$ cat config.mk
export PLATFORM = sky130hd
export DESIGN_NAME = traffic_phase_scheduler_flat
export DESIGN_NICKNAME = d
export VERILOG_FILES = /design/src/rtl/traffic_phase_if.sv /design/src/rtl/traffic_phase_scheduler.sv /design/src/flat_wrapper.sv
export SDC_FILE = /design/constraint.sdc
export NUM_CORES = 1
export LEC_CHECK = 0
export CORE_AREA = 4 4 73 75
export CTS_BUF_LIST = sky130_fd_sc_hd__clkbuf_8
export DETAILED_ROUTE_END_ITERATION = 8
export DIE_AREA = 0 0 77 79
export DONT_BUFFER_PORTS = 1
export HOLD_SLACK_MARGIN = 0.06
export PLACE_DENSITY = 0.46
export SYNTH_ARGS = -nofsm -noshare
export SYNTH_HDL_FRONTEND = slang
export SYNTH_SLANG_ARGS = --single-unit
export TNS_END_PERCENT = 20
$ cat constraint.sdc
create_clock -name clk -period 4.9 [get_ports clk]
set_input_delay 0.245 -clock clk [delete_from_list [all_inputs] [get_ports clk]]
set_output_delay 0.245 -clock clk [all_outputs]
set_load 0.01 [all_outputs]
$ cat src/rtl/traffic_phase_if.sv
// Detector/emergency inputs and signal-head outputs of the phase scheduler.
interface traffic_phase_if;
   logic       tick;
   logic [3:0] req;
   logic       emerg_valid;
   logic [1:0] emerg_dir;
   logic [2:0] light_n;
   logic [2:0] light_s;
   logic [2:0] light_e;
   logic [2:0] light_w;
   logic [1:0] phase_dir;
   logic [1:0] phase_state;

   modport master (
      output tick, req, emerg_valid, emerg_dir,
      input  light_n, light_s, light_e, light_w, phase_dir, phase_state
   );

   modport slave (
      input  tick, req, emerg_valid, emerg_dir,
      output light_n, light_s, light_e, light_w, phase_dir, phase_state
   );
endinterface

$ cat src/rtl/traffic_phase_scheduler.sv
// Demand-driven round-robin green-phase scheduler for a 4-approach intersection
// with emergency preemption and min/max green, yellow and all-red timing.
module traffic_phase_scheduler #(
   parameter int unsigned CW        = 4,
   parameter int unsigned GREEN_MIN = 4,
   parameter int unsigned GREEN_MAX = 12,
   parameter int unsigned YELLOW_T  = 3,
   parameter int unsigned ALLRED_T  = 2
) (
   input  logic             clk,
   input  logic             rst,
   traffic_phase_if.slave   bus
);

   localparam int unsigned TW = CW + 1;
   localparam logic [CW:0]   G_MIN  = TW'(GREEN_MIN);
   localparam logic [CW:0]   G_MAX  = TW'(GREEN_MAX);
   localparam logic [CW:0]   Y_T    = TW'(YELLOW_T);
   localparam logic [CW-1:0] G_SAT  = CW'(GREEN_MAX);
   localparam logic [CW-1:0] AR_SAT = CW'(ALLRED_T);

   localparam logic [2:0] L_GREEN  = 3'b001;
   localparam logic [2:0] L_YELLOW = 3'b010;
   localparam logic [2:0] L_RED    = 3'b100;

   typedef enum logic [1:0] {
      S_ALL_RED = 2'b00,
      S_GREEN   = 2'b01,
      S_YELLOW  = 2'b10
   } state_t;

   state_t          state_q, state_d;
   logic [CW-1:0]   timer_q, timer_d;
   logic [1:0]      ptr_q, ptr_d;
   logic [1:0]      dir_q, dir_d;
   logic [3:0][2:0] heads_q, heads_d;

   logic [CW:0]     timer_inc;
   logic            cand_vld;
   logic [1:0]      cand_dir;
   logic [1:0]      idx;
   logic            others;
   logic            hold;
   logic            preempt;

   assign timer_inc = TW'(timer_q) + TW'(1);
   assign others    = |(bus.req & ~(4'b0001 << dir_q));
   assign hold      = bus.emerg_valid && (bus.emerg_dir == dir_q);
   assign preempt   = bus.emerg_valid && (bus.emerg_dir != dir_q);

   // Arbitration: emergency wins outright; otherwise first request after the pointer, pointer last.
   always_comb begin
      cand_vld = 1'b0;
      cand_dir = ptr_q;
      idx      = '0;
      if (bus.emerg_valid) begin
         cand_vld = 1'b1;
         cand_dir = bus.emerg_dir;
      end else begin
         for (int i = 4; i >= 1; i--) begin
            idx = ptr_q + 2'(i);
            if (bus.req[idx]) begin
               cand_vld = 1'b1;
               cand_dir = idx;
            end
         end
      end
   end

   // Next-state, timer and registered-output decode.
   always_comb begin
      state_d = state_q;
      timer_d = timer_q;
      ptr_d   = ptr_q;
      dir_d   = dir_q;
      heads_d = {4{L_RED}};

      case (state_q)
         S_ALL_RED: begin
            if (timer_q == AR_SAT) begin
               if (cand_vld) begin
                  state_d = S_GREEN;
                  timer_d = '0;
                  dir_d   = cand_dir;
                  ptr_d   = cand_dir;
               end
            end else if (bus.tick) begin
               timer_d = CW'(timer_inc);
            end
         end
         S_GREEN: begin
            if (preempt) begin
               state_d = S_YELLOW;
               timer_d = '0;
            end else if (bus.tick) begin
               if (!hold && others &&
                   ((timer_inc == G_MAX) ||
                    ((timer_inc >= G_MIN) && !bus.req[dir_q]))) begin
                  state_d = S_YELLOW;
                  timer_d = '0;
               end else if (timer_q != G_SAT) begin
                  timer_d = CW'(timer_inc);
               end
            end
         end
         S_YELLOW: begin
            if (bus.tick) begin
               if (timer_inc == Y_T) begin
                  state_d = S_ALL_RED;
                  timer_d = '0;
               end else begin
                  timer_d = CW'(timer_inc);
               end
            end
         end
         default: begin
            state_d = S_ALL_RED;
            timer_d = '0;
         end
      endcase

      if (state_d == S_GREEN)       heads_d[dir_d] = L_GREEN;
      else if (state_d == S_YELLOW) heads_d[dir_d] = L_YELLOW;
   end

   always_ff @(posedge clk or posedge rst) begin
      if (rst) begin
         state_q <= S_ALL_RED;
         timer_q <= '0;
         ptr_q   <= 2'd3;
         dir_q   <= 2'd0;
         heads_q <= {4{L_RED}};
      end else begin
         state_q <= state_d;
         timer_q <= timer_d;
         ptr_q   <= ptr_d;
         dir_q   <= dir_d;
         heads_q <= heads_d;
      end
   end

   assign bus.light_n     = heads_q[0];
   assign bus.light_s     = heads_q[1];
   assign bus.light_e     = heads_q[2];
   assign bus.light_w     = heads_q[3];
   assign bus.phase_dir   = dir_q;
   assign bus.phase_state = state_q;

endmodule

$ cat src/flat_wrapper.sv
// flat-port wrapper written by rule: the top's interface ports become plain ports
module traffic_phase_scheduler_flat 
#(
   parameter int unsigned CW        = 4,
   parameter int unsigned GREEN_MIN = 4,
   parameter int unsigned GREEN_MAX = 12,
   parameter int unsigned YELLOW_T  = 3,
   parameter int unsigned ALLRED_T  = 2
)
  (clk, rst, bus_tick, bus_req, bus_emerg_valid, bus_emerg_dir, bus_light_n, bus_light_s, bus_light_e, bus_light_w, bus_phase_dir, bus_phase_state);
  traffic_phase_if bus_i ();
  input  logic clk;
  input  logic rst;
  input wire logic [$bits(bus_i.tick)-1:0] bus_tick;
  input wire logic [$bits(bus_i.req)-1:0] bus_req;
  input wire logic [$bits(bus_i.emerg_valid)-1:0] bus_emerg_valid;
  input wire logic [$bits(bus_i.emerg_dir)-1:0] bus_emerg_dir;
  output wire logic [$bits(bus_i.light_n)-1:0] bus_light_n;
  output wire logic [$bits(bus_i.light_s)-1:0] bus_light_s;
  output wire logic [$bits(bus_i.light_e)-1:0] bus_light_e;
  output wire logic [$bits(bus_i.light_w)-1:0] bus_light_w;
  output wire logic [$bits(bus_i.phase_dir)-1:0] bus_phase_dir;
  output wire logic [$bits(bus_i.phase_state)-1:0] bus_phase_state;
  assign bus_i.tick = bus_tick;
  assign bus_i.req = bus_req;
  assign bus_i.emerg_valid = bus_emerg_valid;
  assign bus_i.emerg_dir = bus_emerg_dir;
  assign bus_light_n = bus_i.light_n;
  assign bus_light_s = bus_i.light_s;
  assign bus_light_e = bus_i.light_e;
  assign bus_light_w = bus_i.light_w;
  assign bus_phase_dir = bus_i.phase_dir;
  assign bus_phase_state = bus_i.phase_state;
  traffic_phase_scheduler #(.CW(CW), .GREEN_MIN(GREEN_MIN), .GREEN_MAX(GREEN_MAX), .YELLOW_T(YELLOW_T), .ALLRED_T(ALLRED_T)) u_core (.clk(clk), .rst(rst), .bus(bus_i));
endmodule
# Word-level counts from Yosys, hierarchy flattened
# Cells that the tools add are included.
# word_totals
in_bits	10
out_inout_bits	16
wordCells	96
ff_bits	22
# classes
reduce_logical	13
n_shift	1
add_sub_neg	4
n_bitwise	3
mux	44
order_cmp	8
eq_ne	15
# op_table
cell	count
4-bit 2-to-1 mux	9
2-bit 2-to-1 mux	14
12-bit 2-to-1 mux	2
2-bit by 3-bit less-than comparator with 1-bit output, second input constant	6
4-bit case mux with 3 select lines	1
1-bit binary-select mux with 2-bit select	5
1-bit 2-to-1 mux	10
3-bit by 2-bit != test with 1-bit output, second input constant	3
4-bit NOT	2
3-bit demux with 2-bit select	1
1-bit logical AND	6
2-bit case mux with 3 select lines	1
4-bit by 1-bit adder with 5-bit output, second input constant	1
5-bit by 2-bit == test with 1-bit output, second input constant	1
5-bit by 4-bit == test with 1-bit output, second input constant	1
5-bit by 3-bit >= comparator with 1-bit output, second input constant	1
5-bit AND reduction	1
2-bit adder, second input constant	2
4-bit bitwise AND	1
2-bit by 1-bit == test with 1-bit output, second input constant	2
2-bit == test, second input constant	2
4-bit by 2-bit == test with 1-bit output, second input constant	1
4-bit by 1-bit != test with 1-bit output, second input constant	1
4-bit != test, second input constant	1
12 further kinds	13

# Logic depth before layout (Yosys ltp)
# logic_depth
depth_word	17
depth_mapped	9
depth_no_buf	9

# Worst setup path after synthesis
# Ideal clock, no wire load.
# synth_path
path_type	register to register
startpoint	reg u_core.dir_q[1] (netlist: u_core.bus.phase_dir[1])
endpoint	reg u_core.timer_q[1]
path_buffers	1
synth_period_minus_slack_ns	1.862
path_slack_ns	3.038
t_required_ns	4.805
path_stages_with_launch	8
setup_ns	0.095
arrival_ns	1.767
path_cell_list	dfrtp_1 -> clkbuf_2 -> or4b_1 -> a2bb2oi_1 -> o211a_2 -> a21oi_4 -> a21oi_2 -> o32ai_2
# synth_between
elab_chain_len	10
elab_cells_between_ends	23
cone_classes	eq/ne: 4; shift: 1; mux: 6; bitwise: 2; reduce/logical: 10
# synth_rtl
item	line	rtl
start, declared	traffic_phase_scheduler.sv:35	logic [1:0] dir_q, dir_d;
start signal, assigned	traffic_phase_scheduler.sv:137	dir_q <= dir_d;
1-bit binary-select mux with 2-bit select / 1-bit by 2-bit left shift with 4-bit output (equally long branches)	traffic_phase_scheduler.sv:98, traffic_phase_scheduler.sv:47	
1-bit 2-to-1 mux (not written as such) / 4-bit NOT (equally long branches)	traffic_phase_scheduler.sv:98, traffic_phase_scheduler.sv:47	
1-bit logical NOT / 4-bit bitwise AND (equally long branches)	traffic_phase_scheduler.sv:98, traffic_phase_scheduler.sv:47	
1-bit logical AND / 4-bit OR reduction (equally long branches)	traffic_phase_scheduler.sv:98, traffic_phase_scheduler.sv:47	
1-bit logical OR / 1-bit logical AND (equally long branches)	traffic_phase_scheduler.sv:97, traffic_phase_scheduler.sv:96	
1-bit logical AND	traffic_phase_scheduler.sv:96	if (!hold && others &&
4-bit 2-to-1 mux	traffic_phase_scheduler.sv:96	
4-bit 2-to-1 mux	traffic_phase_scheduler.sv:95	end else if (bus.tick) begin
4-bit 2-to-1 mux	traffic_phase_scheduler.sv:92	if (preempt) begin
4-bit case mux with 3 select lines	traffic_phase_scheduler.sv:78	case (state_q)
end signal, assigned	traffic_phase_scheduler.sv:135	timer_q <= timer_d;
end, declared	traffic_phase_scheduler.sv:33	logic [CW-1:0] timer_q, timer_d;
# Parallel ways exist; a longest one is shown, timed or not. The select of a mux whose other input is x is not followed.
# A chain may end at the register's enable or synchronous reset.

# Worst setup path in the final report
# layout_path
startpoint	reg u_core.timer_q[0]
endpoint	reg u_core.timer_q[3]
# layout_between
elab_chain_len	9
elab_cells_between_ends	22
cone_classes	add/sub: 1; order compare: 1; eq/ne: 7; mux: 9; reduce/logical: 4
# layout_rtl
item	line	rtl
4-bit by 1-bit adder with 5-bit output	traffic_phase_scheduler.sv:46	assign timer_inc = TW'(timer_q) + TW'(1);
5-bit by 3-bit >= comparator with 1-bit output	traffic_phase_scheduler.sv:98	((timer_inc >= G_MIN) && !bus.req[dir_q]))) begin
1-bit logical AND	traffic_phase_scheduler.sv:98	
1-bit logical OR	traffic_phase_scheduler.sv:97	((timer_inc == G_MAX) ||
1-bit logical AND	traffic_phase_scheduler.sv:96	
4-bit 2-to-1 mux	traffic_phase_scheduler.sv:96	
4-bit 2-to-1 mux	traffic_phase_scheduler.sv:95	
4-bit 2-to-1 mux	traffic_phase_scheduler.sv:92	
4-bit case mux with 3 select lines	traffic_phase_scheduler.sv:78	
# Parallel ways exist; a longest one is shown, timed or not. The select of a mux whose other input is x is not followed.

==> impl_metrics.csv <==
group,metric,value,unit
routing,via_count,1077,
cells_and_area,drive_above_1_share,0.153,
critical_path,crit_path_cell_trace,"inv_1, ha_1, nor4b_4, a21oi_1, o22ai_1, o21a_1, o211ai_1",
routing,drc,0,
cells_and_area,final_cell_mix,"19 x nor2_1, 16 x dfrtp_1, 14 x nand2_1",
logic_synthesis,synth_area,1470,sq um
cells_and_area,syn_to_final_growth,4.51,%
clock_tree,htreeDepth,1,
cells_and_area,nFillCells,470,
logic_synthesis,syn_nets,171,
logic_synthesis,syn_area_per_cell,9.43,sq um
critical_path,arrival,2.24,ns
logic_synthesis,syn_inst,156,
floorplanning,start_util,0.316,
clock_tree,clk_latency,0.26,ns
sta,worst_pin_slew,0.807,ns
logic_synthesis,ys_seq_area_frac,0.379,
routing,drtIter0Drc,86,
clock_tree,cts_setup_buffers,0,
cells_and_area,final_common_cell,"nor2_1",
floorplanning,io_pins,26,
logic_synthesis,ys_seq_elements,22,
power_and_ir_drop,irDropWorstVdd,0.218,mV
critical_path,r2r_start,"u_core.timer_q[0]",
logic_synthesis,synth-edff-count,0,
placement,dp_hpwl,2430,microns
clock_tree,cts_resized,0,
sta,post-route-period-util,0.429,
clock_tree,clockBufferDepth,2,
sta,finalSetupTns,0,ns
power_and_ir_drop,powerDensity,520,nW/um^2
critical_path,path_delay_family,"compound AO/OA/AOI/OAI gates",
sta,fmaxAchievable,476,MHz
placement,io_buffer_count,0,
critical_path,r2r_cells,7,
routing,wl_per_cell,15.3,microns
critical_path,cpMaxStageDelayCell,"o22ai_1",
cells_and_area,fin_nets,166,
placement,post-place-ws,2.81,ns
critical_path,ff2ff_setup_slack,2.80,ns
sta,slew_headroom,0.461,
clock_tree,numCtsBuffers,3,
sta,hold_viol_final,0,
floorplanning,rows,25,
floorplanning,die_h,79,microns
logic_synthesis,synth_top_area_share,0.272,
sta,slew_viol_final,0,
sta,holdWs,0.0258,ns
floorplanning,core,4660,sq um
routing,ant_nets,0,
sta,finalSetupViolCount,0,
logic_synthesis,ys.flop_type,"dfrtp_1",
placement,place.gp.congestion,0.733,
global_route,grt_pass1_vias,1030,
clock_tree,cts.clk_slew.worst_paths,0.07,ns
logic_synthesis,netlist_top_cells_area,"dfrtp_1 27%, dfstp_2 11%, nor2_1 4.8%",
global_route,grt_overflow,0,
clock_tree,cts_tree,"yes",
sta,clock_skew,0.00100,ns
global_route,grt_pass1_wl,5200,microns
min_path,hold_class,"in -> async",
global_route,grt_max_degree,23,
critical_path,critPathMaxFanout,7,
logic_synthesis,synth_top_area_cell,"dfrtp_1",
critical_path,slowest_delay,0.49,ns
status,status,"finished, final reports clean",
sta,grt_setup_unrepaired,"false",
logic_synthesis,async_flop_share,1.00,
routing,vias_per_cell,5.28,
critical_path,timing.rr.end,"u_core.timer_q[3]",
critical_path,worst-setup-path-type,"reg -> reg",
routing,drt_first_pass_iters,4,
clock_tree,hold_buffers,0,
critical_path,cp-end-kind,"flip-flop",
sta,period_needed,2.10,ns
routing,wl,3110,microns
logic_synthesis,yosysWarnings,0,
floorplanning,die_w,77,microns
clock_tree,clock_sinks,22,
critical_path,crit_buf_inv,1,
global_route,antenna_found_initial,0,
power_and_ir_drop,p_leak,0.629,nW
cells_and_area,n_antenna_cell,0,
global_route,track_usage,0.108,
sta,layout_setup_ws,2.80,ns
critical_path,worstPathRequired,5.03,ns
logic_synthesis,synth.distinct_cells,49,
floorplanning,die_area,6080,sq um
job,maxCapViolCount,0,
clock_tree,root_buffer,"clkbuf_8",
critical_path,start_kind,"flip-flop",
[final cells by class]
type	count	area (sq um)	share of cell area
well taps	54	67.6	0.0439
flip-flops and latches	22	558	0.363
inverters	12	45.0	0.0293
clock buffers	4	55.1	0.0358
multi-input cells	112	812	0.528
[logic make-up after synthesis]
logic type | after synthesis | share of synthesized area
compound gates | 36 | 0.222
xor+xnor | 3 | 0.0179
fa+ha+maj | 5 | 0.0425
buf+inv | 22 | 0.0689
flops | 22 | 0.379
mux | 4 | 0.0383
simple gates | 64 | 0.231
[worst register-to-register path, cell delays in order, from the launching register on]
cell and delay (ns):
dfrtp_1 0.43, inv_1 0.16, ha_1 0.16, nor4b_4 0.32, a21oi_1 0.12, o22ai_1 0.49
o21a_1 0.22, o211ai_1 0.08
[per-stage QoR]
stage	total power, W	utilization	std cells	cell area (sq um)
after floorplan	0.000625	-	156	1470
after global placement	0.000677	0.318	200	1480
after detailed placement	0.000682	0.318	200	1480
after CTS	0.000814	0.330	204	1540
after global routing	0.000876	0.330	204	1540
final	0.000800	0.330	204	1540
[where the power goes]
part / leakage, nW / switching (W) / internal, W / total, W
clock network: 0.0288 / 0.0000541 / 0.0000715 / 0.000126
logic: 0.333 / 0.000169 / 0.000152 / 0.000320
registers: 0.268 / 0.000104 / 0.000249 / 0.000354
[per-layer routing]
metal	vias up	global-route usage	part of all wire
li1	531	-	-
met3	7	0.0442	0.084
met2	24	0.156	0.45
met1	515	0.140	0.44
met4	0	0.0480	0.024
met5	-	0	0
[flip-flops by register name (all words and copies together), names as in the netlist]
register,count
u_core.bus.light_e,3
u_core.bus.light_n,3
u_core.bus.phase_state,2
u_core.timer_q,4
u_core.bus.light_s,3
u_core.bus.phase_dir,2
u_core.ptr_q,2
u_core.bus.light_w,3
[Yosys cell counts, types with 2 or more instances]
library cell / number
inv_1: 12
nor2_1: 19
ha_1: 5
nand2_1: 14
xnor2_1: 3
dfstp_2: 6
nor3_1: 5
o22ai_1: 2
nand3_1: 5
dfrtp_1: 16
nand2b_1: 9
o21a_1: 4
clkbuf_1: 2
nor2b_1: 3
a31oi_1: 2
mux2i_1: 3
a21oi_1: 7
buf_2: 5
o211ai_1: 3
a21oi_4: 2
[worst max-delay path by stage]
stage / startpoint / endpoint / slack [ns] / depth (start not counted)
after detailed placement: u_core.timer_q[0] / u_core.timer_q[3] / 2.81 / 7
final: u_core.timer_q[0] / u_core.timer_q[3] / 2.80 / 7
after CTS: u_core.timer_q[0] / u_core.timer_q[2] / 2.80 / 7
after global routing: u_core.timer_q[0] / u_core.timer_q[2] / 2.55 / 7
after floorplan: u_core.bus.phase_dir[1] / u_core.timer_q[1] / 3.04 / 7
after global placement: u_core.bus.phase_dir[1] / u_core.timer_q[3] / 2.80 / 6
(Power assumes the default switching activity.)
